### src/rtl/ksa_pkg.sv
// +----------------------------------------------------------------------+
// | ksa_pkg: shared state encoding and digit width for the serial KSA.   |
// | Rev 1.0                                                              |
// +----------------------------------------------------------------------+
`default_nettype none

package ksa_pkg;

  localparam int DIG_W = 4;

  typedef enum logic [1:0] {
    IDLE = 2'd0,
    RUN  = 2'd1,
    DONE = 2'd2
  } state_e;

endpackage : ksa_pkg

`default_nettype wire

### src/rtl/ksa_4bit.sv
// +----------------------------------------------------------------------+
// | ksa_4bit: 4-bit Kogge-Stone adder slice, exposes carry into bit 3.   |
// | Rev 1.1                                                              |
// +----------------------------------------------------------------------+
`default_nettype none

module ksa_4bit
  import ksa_pkg::*;
(
  input  logic [DIG_W-1:0] a_i,
  input  logic [DIG_W-1:0] b_i,
  input  logic             cin_i,
  output logic [DIG_W-1:0] sum_o,
  output logic             cout_o,
  output logic             c3_o
);

  logic [DIG_W-1:0] w_p;
  logic [DIG_W-1:0] w_g;
  logic [DIG_W-1:0] w_g1;
  logic [DIG_W-1:0] w_p1;
  logic [DIG_W-1:0] w_g2;
  logic [DIG_W:0]   w_c;

  // Carry-in folded into bit-0 generate so the prefix tree needs no extra column.
  assign w_p = a_i ^ b_i;
  assign w_g = (a_i & b_i) | {{(DIG_W-1){1'b0}}, w_p[0] & cin_i};

  assign w_g1[0] = w_g[0];
  assign w_p1[0] = w_p[0];
  for (genvar i = 1; i < DIG_W; i++) begin : g_lvl1
    assign w_g1[i] = w_g[i] | (w_p[i] & w_g[i-1]);
    assign w_p1[i] = w_p[i] & w_p[i-1];
  end

  for (genvar i = 0; i < DIG_W; i++) begin : g_lvl2
    if (i >= 2) begin : g_span
      assign w_g2[i] = w_g1[i] | (w_p1[i] & w_g1[i-2]);
    end else begin : g_pass
      assign w_g2[i] = w_g1[i];
    end
  end

  assign w_c   = {w_g2, cin_i};
  assign sum_o  = w_p ^ w_c[DIG_W-1:0];
  assign cout_o = w_c[DIG_W];
  assign c3_o   = w_c[DIG_W-1];

endmodule : ksa_4bit

`default_nettype wire

### src/rtl/ksa_serial_add_ctrl.sv
// +----------------------------------------------------------------------+
// | ksa_serial_add_ctrl: digit-serial add/sub around one ksa_4bit slice. |
// | Rev 1.0                                                              |
// +----------------------------------------------------------------------+
`default_nettype none

module ksa_serial_add_ctrl
  import ksa_pkg::*;
#(
  parameter int WIDTH = 16
) (
  input  logic             clk,
  input  logic             rst_n,
  input  logic             in_valid,
  output logic             in_ready,
  input  logic [WIDTH-1:0] a,
  input  logic [WIDTH-1:0] b,
  input  logic             cin,
  input  logic             op_sub,
  output logic             out_valid,
  input  logic             out_ready,
  output logic [WIDTH-1:0] sum,
  output logic             cout,
  output logic             ovf
);

  localparam int NDIG  = WIDTH / DIG_W;
  localparam int IDX_W = (NDIG > 1) ? $clog2(NDIG) : 1;
  localparam logic [IDX_W-1:0] LAST_IDX = IDX_W'(NDIG - 1);

  if ((WIDTH % DIG_W) != 0 || WIDTH < 8) begin : g_width_check
    $error("ksa_serial_add_ctrl: WIDTH must be a multiple of 4 and >= 8");
  end

  state_e           state_q, state_d;
  logic [IDX_W-1:0] idx_q,   idx_d;
  logic [WIDTH-1:0] a_q,     a_d;
  logic [WIDTH-1:0] b_q,     b_d;
  logic             carry_q, carry_d;
  logic [WIDTH-1:0] sum_q,   sum_d;
  logic             cout_q,  cout_d;
  logic             ovf_q,   ovf_d;

  logic [DIG_W-1:0] dig_sum;
  logic             dig_cout;
  logic             dig_c3;

  ksa_4bit u_slice (
    .a_i    (a_q[idx_q*DIG_W +: DIG_W]),
    .b_i    (b_q[idx_q*DIG_W +: DIG_W]),
    .cin_i  (carry_q),
    .sum_o  (dig_sum),
    .cout_o (dig_cout),
    .c3_o   (dig_c3)
  );

  always_ff @(posedge clk) begin
    if (!rst_n) begin
      state_q <= IDLE;
      idx_q   <= '0;
      a_q     <= '0;
      b_q     <= '0;
      carry_q <= 1'b0;
      sum_q   <= '0;
      cout_q  <= 1'b0;
      ovf_q   <= 1'b0;
    end else begin
      state_q <= state_d;
      idx_q   <= idx_d;
      a_q     <= a_d;
      b_q     <= b_d;
      carry_q <= carry_d;
      sum_q   <= sum_d;
      cout_q  <= cout_d;
      ovf_q   <= ovf_d;
    end
  end

  always_comb begin
    state_d   = state_q;
    idx_d     = idx_q;
    a_d       = a_q;
    b_d       = b_q;
    carry_d   = carry_q;
    sum_d     = sum_q;
    cout_d    = cout_q;
    ovf_d     = ovf_q;
    in_ready  = 1'b0;
    out_valid = 1'b0;

    case (state_q)
      IDLE: begin
        in_ready = 1'b1;
        if (in_valid) begin
          // Subtraction is A + ~B + 1, so cin is irrelevant for op_sub.
          state_d = RUN;
          a_d     = a;
          b_d     = op_sub ? ~b : b;
          carry_d = op_sub ? 1'b1 : cin;
          idx_d   = '0;
          sum_d   = '0;
          cout_d  = 1'b0;
          ovf_d   = 1'b0;
        end
      end
      RUN: begin
        sum_d[idx_q*DIG_W +: DIG_W] = dig_sum;
        carry_d = dig_cout;
        if (idx_q == LAST_IDX) begin
          cout_d  = dig_cout;
          ovf_d   = dig_c3 ^ dig_cout;
          idx_d   = '0;
          state_d = DONE;
        end else begin
          idx_d = idx_q + 1'b1;
        end
      end
      DONE: begin
        out_valid = 1'b1;
        if (out_ready) begin
          state_d = IDLE;
        end
      end
      default: begin
        state_d = IDLE;
      end
    endcase
  end

  assign sum  = sum_q;
  assign cout = cout_q;
  assign ovf  = ovf_q;

endmodule : ksa_serial_add_ctrl

`default_nettype wire

### config.mk
export PLATFORM = sky130hd
export DESIGN_NAME = ksa_serial_add_ctrl
export DESIGN_NICKNAME = d
export VERILOG_FILES = /design/src/rtl/ksa_pkg.sv /design/src/rtl/ksa_4bit.sv /design/src/rtl/ksa_serial_add_ctrl.sv
export SDC_FILE = /design/constraint.sdc
export NUM_CORES = 1
export LEC_CHECK = 0
export BUFFER_PORTS_ARGS = -buffer_cell sky130_fd_sc_hd__clkbuf_2
export CAP_MARGIN = 20
export CORE_MARGIN = 2
export CORE_UTILIZATION = 30
export CTS_CLUSTER_SIZE = 25
export DETAILED_ROUTE_END_ITERATION = 6
export PLACE_DENSITY = 0.59
export SYNTH_ARGS = -nofsm -noshare
export SYNTH_HDL_FRONTEND = slang
export SYNTH_SLANG_ARGS = --single-unit
### constraint.sdc
create_clock -name clk -period 5.2 [get_ports clk]
set_input_delay 0.52 -clock clk [delete_from_list [all_inputs] [get_ports clk]]
set_output_delay 0.52 -clock clk [all_outputs]
set_load 0.005 [all_outputs]
After elaboration in Yosys (flattened, before gate mapping)
Cells that the tools add are included.
{ "word_totals": {"word_cells": 66, "out_inout_bits": 20, "regBits": 55, "inputBits": 38} }
{ "op_classes": {"muxes": 21, "shift": 4, "n_eq_ne": 6, "bitwise": 19, "reduce_logical": 6, "n_addsub": 2} }
{ "ops": {"columns": ["cell", "n"], "rows": [
  ["negator 4 -> 34 bit", 1],
  ["variable shift 4 x 34 -> 16 bit (first input constant)", 1],
  ["indexed part select 4 x 34 -> 16 bit", 1],
  ["2-to-1 mux 16 bit", 2],
  ["case mux 16 bit (2 select lines)", 1],
  ["indexed part select 16 x 5 -> 4 bit", 2],
  ["bitwise mux 16 bit", 1],
  ["inverter 16 bit", 1],
  ["2-to-1 mux 2 bit", 5],
  ["bitwise AND 1 bit", 8],
  ["XOR 4 bit", 2],
  ["2-to-1 mux 1 bit", 7],
  ["!= test 2 bit (second input constant)", 3],
  ["case mux 1 bit (2 select lines)", 3],
  ["case mux 2 bit (3 select lines)", 1],
  ["AND reduction 3 bit", 2],
  ["OR 1 bit", 5],
  ["bitwise AND 4 bit", 1],
  ["equality test 2 bit (second input constant)", 2],
  ["OR 4 x 1 -> 4 bit", 1],
  ["case mux 2 bit (2 select lines)", 1],
  ["AND reduction 2 bit", 2],
  ["adder 2 x 1 -> 2 bit (second input constant)", 1],
  ["equality test 2 x 1 -> 1 bit (second input constant)", 1],
  ["other kinds (3)", 3]
]} }

Depth between registers and ports, before layout
Gate-level depths: netlist of the first run.
{ "logic_depth": {"ltp_word": 11, "depth_mapped": 8, "mapped_depth_nobuf": 7} }

Hierarchy
Synthesis of the first run repeated with hierarchy kept, for this count alone.
{ "unflattened": {"hier_cells": 262, "hier_area_um2": 2667.6} }
{ "by_module_without_submodules": {"columns": ["mod", "seq_area_each_um2", "instances", "area_each_um2", "cells_each"], "rows": [
  ["ksa_serial_add_ctrl", 1101.1, 1, 2542.4, 250],
  ["ksa_4bit", 0.0, 1, 125.1, 12]
]} }

Least setup slack after synthesis of the first run
OpenSTA, ideal clock, no wires.
{ "synth_path": {"path_kind": "register to register", "startpoint": "register idx_q[0]", "endpoint": "register carry_q", "path_buffers": 1, "synth_period_minus_slack_ns": 2.568, "setup_time_ns": 0.120, "path_slack_ns": 2.632, "arrival_time_ns": 2.448, "path_stages_with_launch": 8, "t_required_ns": 5.080, "path_cell_list": "dfxtp_1 -> buf_2 -> mux4_2 -> fa_1 -> fa_1 -> nand3_1 -> a211oi_1 -> o31a_1"} }
{ "synth_via": {"elab_chain_len": 9, "word_cells_on_any_way": 14, "classes_between": "2 x shift; 1 x mux; 11 x bitwise"} }
{ "synth_lines": {"columns": ["item", "line_no", "source"], "rows": [
  ["start: declaration", "ksa_serial_add_ctrl.sv:36", "logic [IDX_W-1:0] idx_q, idx_d;"],
  ["start signal: assignment", "ksa_serial_add_ctrl.sv:69", "idx_q <= idx_d;"],
  ["indexed part select 16 x 5 -> 4 bit, on equally long branches", "ksa_serial_add_ctrl.sv:49, ksa_serial_add_ctrl.sv:50", null],
  ["XOR 4 bit", "ksa_4bit.sv:26", "assign w_p = a_i ^ b_i;"],
  ["bitwise AND 1 bit", "ksa_4bit.sv:27", "assign w_g = (a_i & b_i) | {{(DIG_W-1){1'b0}}, w_p[0] & cin_i};"],
  ["OR 4 x 1 -> 4 bit", "ksa_4bit.sv:27", null],
  ["bitwise AND 1 bit", "ksa_4bit.sv:32", "assign w_g1[i] = w_g[i] | (w_p[i] & w_g[i-1]);"],
  ["OR 1 bit", "ksa_4bit.sv:32", null],
  ["bitwise AND 1 bit", "ksa_4bit.sv:38", "assign w_g2[i] = w_g1[i] | (w_p1[i] & w_g1[i-2]);"],
  ["OR 1 bit (*)", "ksa_4bit.sv:38", null],
  ["case mux 1 bit (2 select lines) (*)", "ksa_serial_add_ctrl.sv:91", "case (state_q)"],
  ["end signal: assignment", "ksa_serial_add_ctrl.sv:72", "carry_q <= carry_d;"],
  ["end: declaration", "ksa_serial_add_ctrl.sv:39", "logic carry_q, carry_d;"]
]} }
Mark *: on every way between the ends. The rest lies on a longest branch, timed or not.
A chain may end at the register's enable or synchronous reset.

Final worst setup path of the first run
{ "layout_path": {"startpoint": "register idx_q[0]", "endpoint": "register sum_q[10], in the netlist sum[10]"} }
{ "layout_via": {"elab_chain_len": 10, "word_cells_on_any_way": 19, "classes_between": "1 x add/sub; 4 x shift; 2 x mux; 12 x bitwise"} }
{ "layout_lines": {"columns": ["item", "line_no", "source"], "rows": [
  ["indexed part select 16 x 5 -> 4 bit, on equally long branches", "ksa_serial_add_ctrl.sv:49, ksa_serial_add_ctrl.sv:50", null],
  ["XOR 4 bit or bitwise AND 4 bit (tied branches)", "ksa_4bit.sv:26, ksa_4bit.sv:27", null],
  ["bitwise AND 1 bit or OR 4 x 1 -> 4 bit (tied branches)", "ksa_4bit.sv:27", null],
  ["OR 4 x 1 -> 4 bit or bitwise AND 1 bit (tied branches)", "ksa_4bit.sv:27, ksa_4bit.sv:32", null],
  ["bitwise AND 1 bit (tied with other cells)", "ksa_4bit.sv:32", null],
  ["OR 1 bit, on equally long branches", "ksa_4bit.sv:32, ksa_4bit.sv:38", null],
  ["XOR 4 bit", "ksa_4bit.sv:45", "assign sum_o = w_p ^ w_c[DIG_W-1:0];"],
  ["indexed part select 4 x 34 -> 16 bit", "ksa_serial_add_ctrl.sv:107", "sum_d[idx_q*DIG_W +: DIG_W] = dig_sum;"],
  ["bitwise mux 16 bit (*)", "ksa_serial_add_ctrl.sv:107", null],
  ["case mux 16 bit (2 select lines) (*)", "ksa_serial_add_ctrl.sv:91", null],
  ["end signal: assignment", "ksa_serial_add_ctrl.sv:73", "sum_q <= sum_d;"],
  ["end: declaration", "ksa_serial_add_ctrl.sv:40", "logic [WIDTH-1:0] sum_q, sum_d;"]
]} }
Marks and branches as above.

==> metrics.cfg, run 1 <==
[status]
status = complete, no violations

[floorplan]
dieHeight_um = 98.8
fp-row-count = 34
die_x_um = 98.8
initial_core_util = 0.309
boundaryPins = 58
dieArea_mm2 = 0.00977
coreArea_mm2 = 0.00872

[yosys]
avgSynthCellArea_um2 = 9.63
syn_inst = 280
yosys_warnings = 0
syn_area_mm2 = 0.00270
async_flop_share = 0
yosys.area.top_type = dfxtp_1
synthFlopType = dfxtp_1
synthTopCellsByArea = dfxtp_1, nand2_1, mux4_2, o211a_1, xnor2_1
ys_ff_latch = 55
yosysUniqueCellTypes = 40
ys_seq_area_frac = 0.408
synth_top_area_frac = 0.408
synth_edf_count = 0
syn-num-nets = 327

[timing]
period_share = 0.565
drv_slew = 0
tns_ns = 0
finClkSkew_ns = 0.0120
clock.fmax_mhz = 340
hold_viol_final = 0
worst_hold_slack_ns = 0.431
rsz0062_at_grt = false
setup_viol = 0
period_needed_ns = 2.94
slew_headroom = 0.330
worst_slew_pin_slew_ns = 1.00

[clocking]
cts_tree = done
clock_latency_ns = 0.31
path_clk_slew_ns = 0.11
htreeDepth = 2
post-cts-setup-buffers = 0
hold_buffers = 0
ctsResizeCount = 0
cts_made_buffers = 5
cts.sinks = 55
cts-root-buf = clkbuf_8
clockBufferDepth = 2

[finish]
multi_input_area_mm2 = 0.00149
layout-drive-gt1-share = 0.239
diodes = 0
nets = 373
final_common_cell = nand2_1
nFillCells = 868
final_cell_mix = nand2_1, clkbuf_2, dfxtp_1
area_delta_synth_final_pct = 16.4
seqCellArea_mm2 = 0.00110

[route]
routed_via_density = 4.74
firstDrtPassIters = 4
vias = 2064
ant_nets = 0
wire_per_inst_um = 13.7
drc = 0
wirelength_um = 5950
first_iter_violations = 79

[critical_path]
cp_data_arrival_time_ns = 3.19
crit_fanout = 15
path_class = flop to flop
cp_data_required_time_ns = 5.46
start_kind = flop
endpoint_kind = flop

[placement]
port_buffers = 57
place_hpwl_um = 4410
place_congestion = 0.818

[pwr]
clkPwrFrac = 0.297
internal_power_uw = 627
power.density_mw_per_mm2 = 276
sequentialPowerShare = 0.534
power_leakage_uw = 0.00137
power_switching_uw = 241
pwr-share-comb = 0.169
swShare = 0.278
ir_drop_mv = 0.111

[hold_path]
min_path_type = primary input to flop

[global_routing]
grt_pass1_wl_um = 9940
antenna_found_initial = 0
grt_pass1_vias = 1967
track_usage = 0.126
grt-ovfl-total = 0
grt_max_degree = 59

[flow_run]
cap_viol_max_count = 0

path summary, 6_finish.rpt:
path	depth (start not counted)	slack (ns)	from	end
setup / recovery	6	2.26	idx_q[0]	sum[10]
hold / removal	3	0.43	a[13]	a_q[13]
setup reg to reg	6	2.26	idx_q[0]	sum[10]
hold reg to reg	2	0.46	a_q[14]	a_q[14]
registers in the layout, summed over array words and instances (netlist names):
name	flops
b_q	16
idx_q	2
a_q	16
sum	16
cout	1
state_q	2
ovf	1
carry_q	1
power by group through the flow:
stage	clock, uW	sequential (uW)	combinational [uW]
floorplan	0	462	113
CTS	266	464	148
finish	258	464	146
global placement	0	473	145
detailed placement	0	474	148
global route	285	468	164
metrics by stage:
stage	area (um2)	util	setup slack, ns	std cells	total power [uW]
6_report	3140	0.360	2.26	435	868
2_1_floorplan	2700	-	2.63	280	575
3_3_place_gp	3040	0.348	2.36	427	619
4_1_cts	3140	0.360	2.27	435	878
3_5_place_dp	3040	0.348	2.28	427	621
5_1_grt	3140	0.360	2.10	435	917
synth_stat cells (3+ instances only):
master / n
a21boi_1: 5
buf_4: 3
ha_1: 7
mux4_2: 8
dfxtp_1: 55
a22oi_1: 12
inv_1: 4
buf_2: 10
nor2_1: 5
nand3_1: 4
clkbuf_1: 6
a21boi_0: 14
o211ai_1: 3
o211a_1: 16
o21ai_0: 7
nor2b_1: 13
a21o_1: 3
nand2_1: 59
xnor2_1: 17
kinds of logic after synthesis:
family | count (synthesis) | synth area share
simple gates | 97 | 0.177
compound gates | 70 | 0.201
flops | 55 | 0.408
buf+inv | 23 | 0.0408
xor+xnor | 18 | 0.0584
fa+ha+maj | 9 | 0.0473
mux | 8 | 0.0668
final cells by class:
cell class,count,share of cell area
sequential,55,0.351
clock inverter,2,0.00638
clock buffer,6,0.0263
inverter,4,0.00478
tap,108,0.0430
timing repair buffer,58,0.0933
multi-input combinational,202,0.475
critical path, cell delays in order (launching register included):
cell and delay (ns):
dfxtp_1 0.77, mux4_2 0.61, fa_1 0.42, fa_1 0.41, xor2_1 0.38, a22oi_1 0.16
nor2b_1 0.13
metal layers:
metal  GRT usage  up-vias  share of wire
met5           0        -              0
met2       0.192       47           0.44
li1            -     1071              -
met1       0.179      937           0.51
met4      0.0348        0          0.014
met3      0.0319        9          0.044
(Power assumes the default switching activity.)
==> run 2, diff against run 1 <==
- PLACE_DENSITY: 0.59 -> 0.61
- clock period: 5.2 -> 2.45 ns (I/O delays scaled with it)
==> run 2 against run 1 <==
  * Non-clock buffer count up 3
  * Cell count rose by 0.69%
  * Utilization rose by 0.59 points
  * Sequential share of layout area fell by 0.52 points
  * Clock skew down 0.0070 ns
  * Global-route usage grew 0.19 points
  * Count of clock-buffer cells in the layout increased by 2
  * Hold slack got worse by 0.28 ns
==> metrics.cfg, run 2 (synthesis results as in run 1) <==
[status]
status = complete, no violations

[route]
wirelength_um = 6010  ; +1.0%
wire_per_inst_um = 13.7  ; +0.33%
ant_nets = 0  ; unchanged
vias = 2101  ; +1.8%
drc = 0  ; unchanged
first_iter_violations = 82  ; +3.8%
routed_via_density = 4.80  ; +1.1%
firstDrtPassIters = 4  ; unchanged

[pwr]
power.density_mw_per_mm2 = 581  ; +110%
ir_drop_mv = 0.248  ; +120%
pwr-share-comb = 0.181  ; +0.012
clkPwrFrac = 0.292  ; -0.005
power.total_uw = 1850  ; +110%
power_switching_uw = 492  ; +100%
sequentialPowerShare = 0.528  ; -0.006
swShare = 0.265  ; -0.0126
power_leakage_uw = 0.00138  ; +1.0%
internal_power_uw = 1360  ; +120%

[floorplan]
initial_core_util = 0.309  ; unchanged
fp-row-count = 34  ; unchanged
dieHeight_um = 98.8  ; unchanged
coreArea_mm2 = 0.00872  ; unchanged
boundaryPins = 58  ; unchanged
die_x_um = 98.8  ; unchanged
dieArea_mm2 = 0.00977  ; unchanged

[clocking]
clock_latency_ns = 0.31  ; about the same
hold_buffers = 0  ; unchanged
cts_made_buffers = 5  ; unchanged
cts-root-buf = clkbuf_8
htreeDepth = 2  ; unchanged
cts_tree = done
clockBufferDepth = 2  ; unchanged
post-cts-setup-buffers = 0  ; unchanged
cts.sinks = 55  ; unchanged
path_clk_slew_ns = 0.09  ; -0.02 ns

[timing]
worst_hold_slack_ns = 0.155  ; -0.275 ns
period_share = 0.943  ; +0.378
clock.fmax_mhz = 433  ; +27%
finClkSkew_ns = 0.00499  ; -0.00702 ns
setup_viol = 0  ; unchanged
rsz0062_at_grt = false
setup_ws_ns = 0.140  ; -2.12 ns
hold_viol_final = 0  ; unchanged
slew_headroom = 0.367  ; +0.0368
period_needed_ns = 2.31  ; -0.628 ns
worst_slew_pin_slew_ns = 0.949  ; -0.0552 ns
tns_ns = 0  ; unchanged
drv_slew = 0  ; unchanged

[placement]
place_congestion = 0.792  ; -3.2%
dp_cells = 430  ; +0.70%
place_hpwl_um = 4580  ; +3.7%
dp_worst_setup_slack_ns = 0.0227  ; -2.26 ns
port_buffers = 57  ; unchanged

[hold_path]
min_path_type = primary input to flop

[flow_run]
cap_viol_max_count = 0  ; unchanged

[critical_path]
path_class = flop to flop
cp_data_required_time_ns = 2.64  ; -2.82 ns
crit_fanout = 11  ; -4
cp_data_arrival_time_ns = 2.50  ; -0.69 ns
endpoint_kind = flop
start_kind = flop

[global_routing]
grt_pass1_wl_um = 10000  ; +0.98%
grt_max_degree = 59  ; unchanged
grt-ovfl-total = 0  ; unchanged
track_usage = 0.128  ; +0.00188
grt_pass1_vias = 2068  ; +5.1%
antenna_found_initial = 0  ; unchanged

[finish]
multi_input_area_mm2 = 0.00151  ; +1.2%
nFillCells = 886  ; +2.1%
diodes = 0  ; unchanged
final_cell_mix = nand2_1, clkbuf_2, dfxtp_1
layout-drive-gt1-share = 0.258  ; +0.0190
final_common_cell = nand2_1
seqCellArea_mm2 = 0.00110  ; +0.11%
area_delta_synth_final_pct = 18.3
nets = 376  ; +0.80%
finalNonFillerCells = 438  ; +0.69%

-- run 2: stage by stage --
step | util | instance area, um2
after floorplan | - | 2710
after detailed placement | 0.352 | 3070
final | 0.366 | 3190
after CTS | 0.365 | 3180
after global placement | 0.352 | 3070
after global routing | 0.366 | 3190
-- run 2: repair_timing --
action	4_1_cts	5_1_grt
endpoints found under the hold margin	0	0
gates resized for setup	1	3
gates cloned	0	0
pin swaps	0	0
endpoints found under the setup margin	1	10
-- run 2: area by class of cell --
cell class              count  area share
multi-input cells         202       0.473
repair buffers             61       0.103
clock buffers               8      0.0314
inverters                   4     0.00471
flip-flops and latches     55       0.345
well taps                 108      0.0424
-- run 2: worst max-delay path: stages (launching register included) --
cell,delay (ns)
dfxtp_1,0.37
buf_4,0.21
mux4_2,0.57
ha_1,0.33
a211oi_2,0.22
buf_4,0.15
o21bai_1,0.10
o211ai_1,0.14
a21boi_0,0.11
-- run 2: worst paths after layout --
kind,start,to,slack [ns],cells after the start
worst max-delay path,idx_q[1],sum[7],0.14,8
worst min register to register,a_q[15],a_q[15],0.47,2
worst min-delay path,a[13],a_q[13],0.16,3
worst max register to register,idx_q[1],sum[7],0.14,8
-- run 2: routing by layer --
layer	vias to the layer above	wire [um]	part of all wire	global-route usage
li1	1077	-	-	-
met1	980	2880	0.48	0.170
met2	39	2800	0.47	0.212
met3	5	252	0.042	0.0270
met4	0	78	0.013	0.0379
met5	-	0	0	0
-- run 2: power groups by stage --
stage	clock, uW	sequential (uW)	combinational, uW
final	541	978	335
after global routing	586	985	377
after CTS	556	979	333
after detailed placement	0	1000	329
after global placement	0	999	323
after floorplan	0	981	242
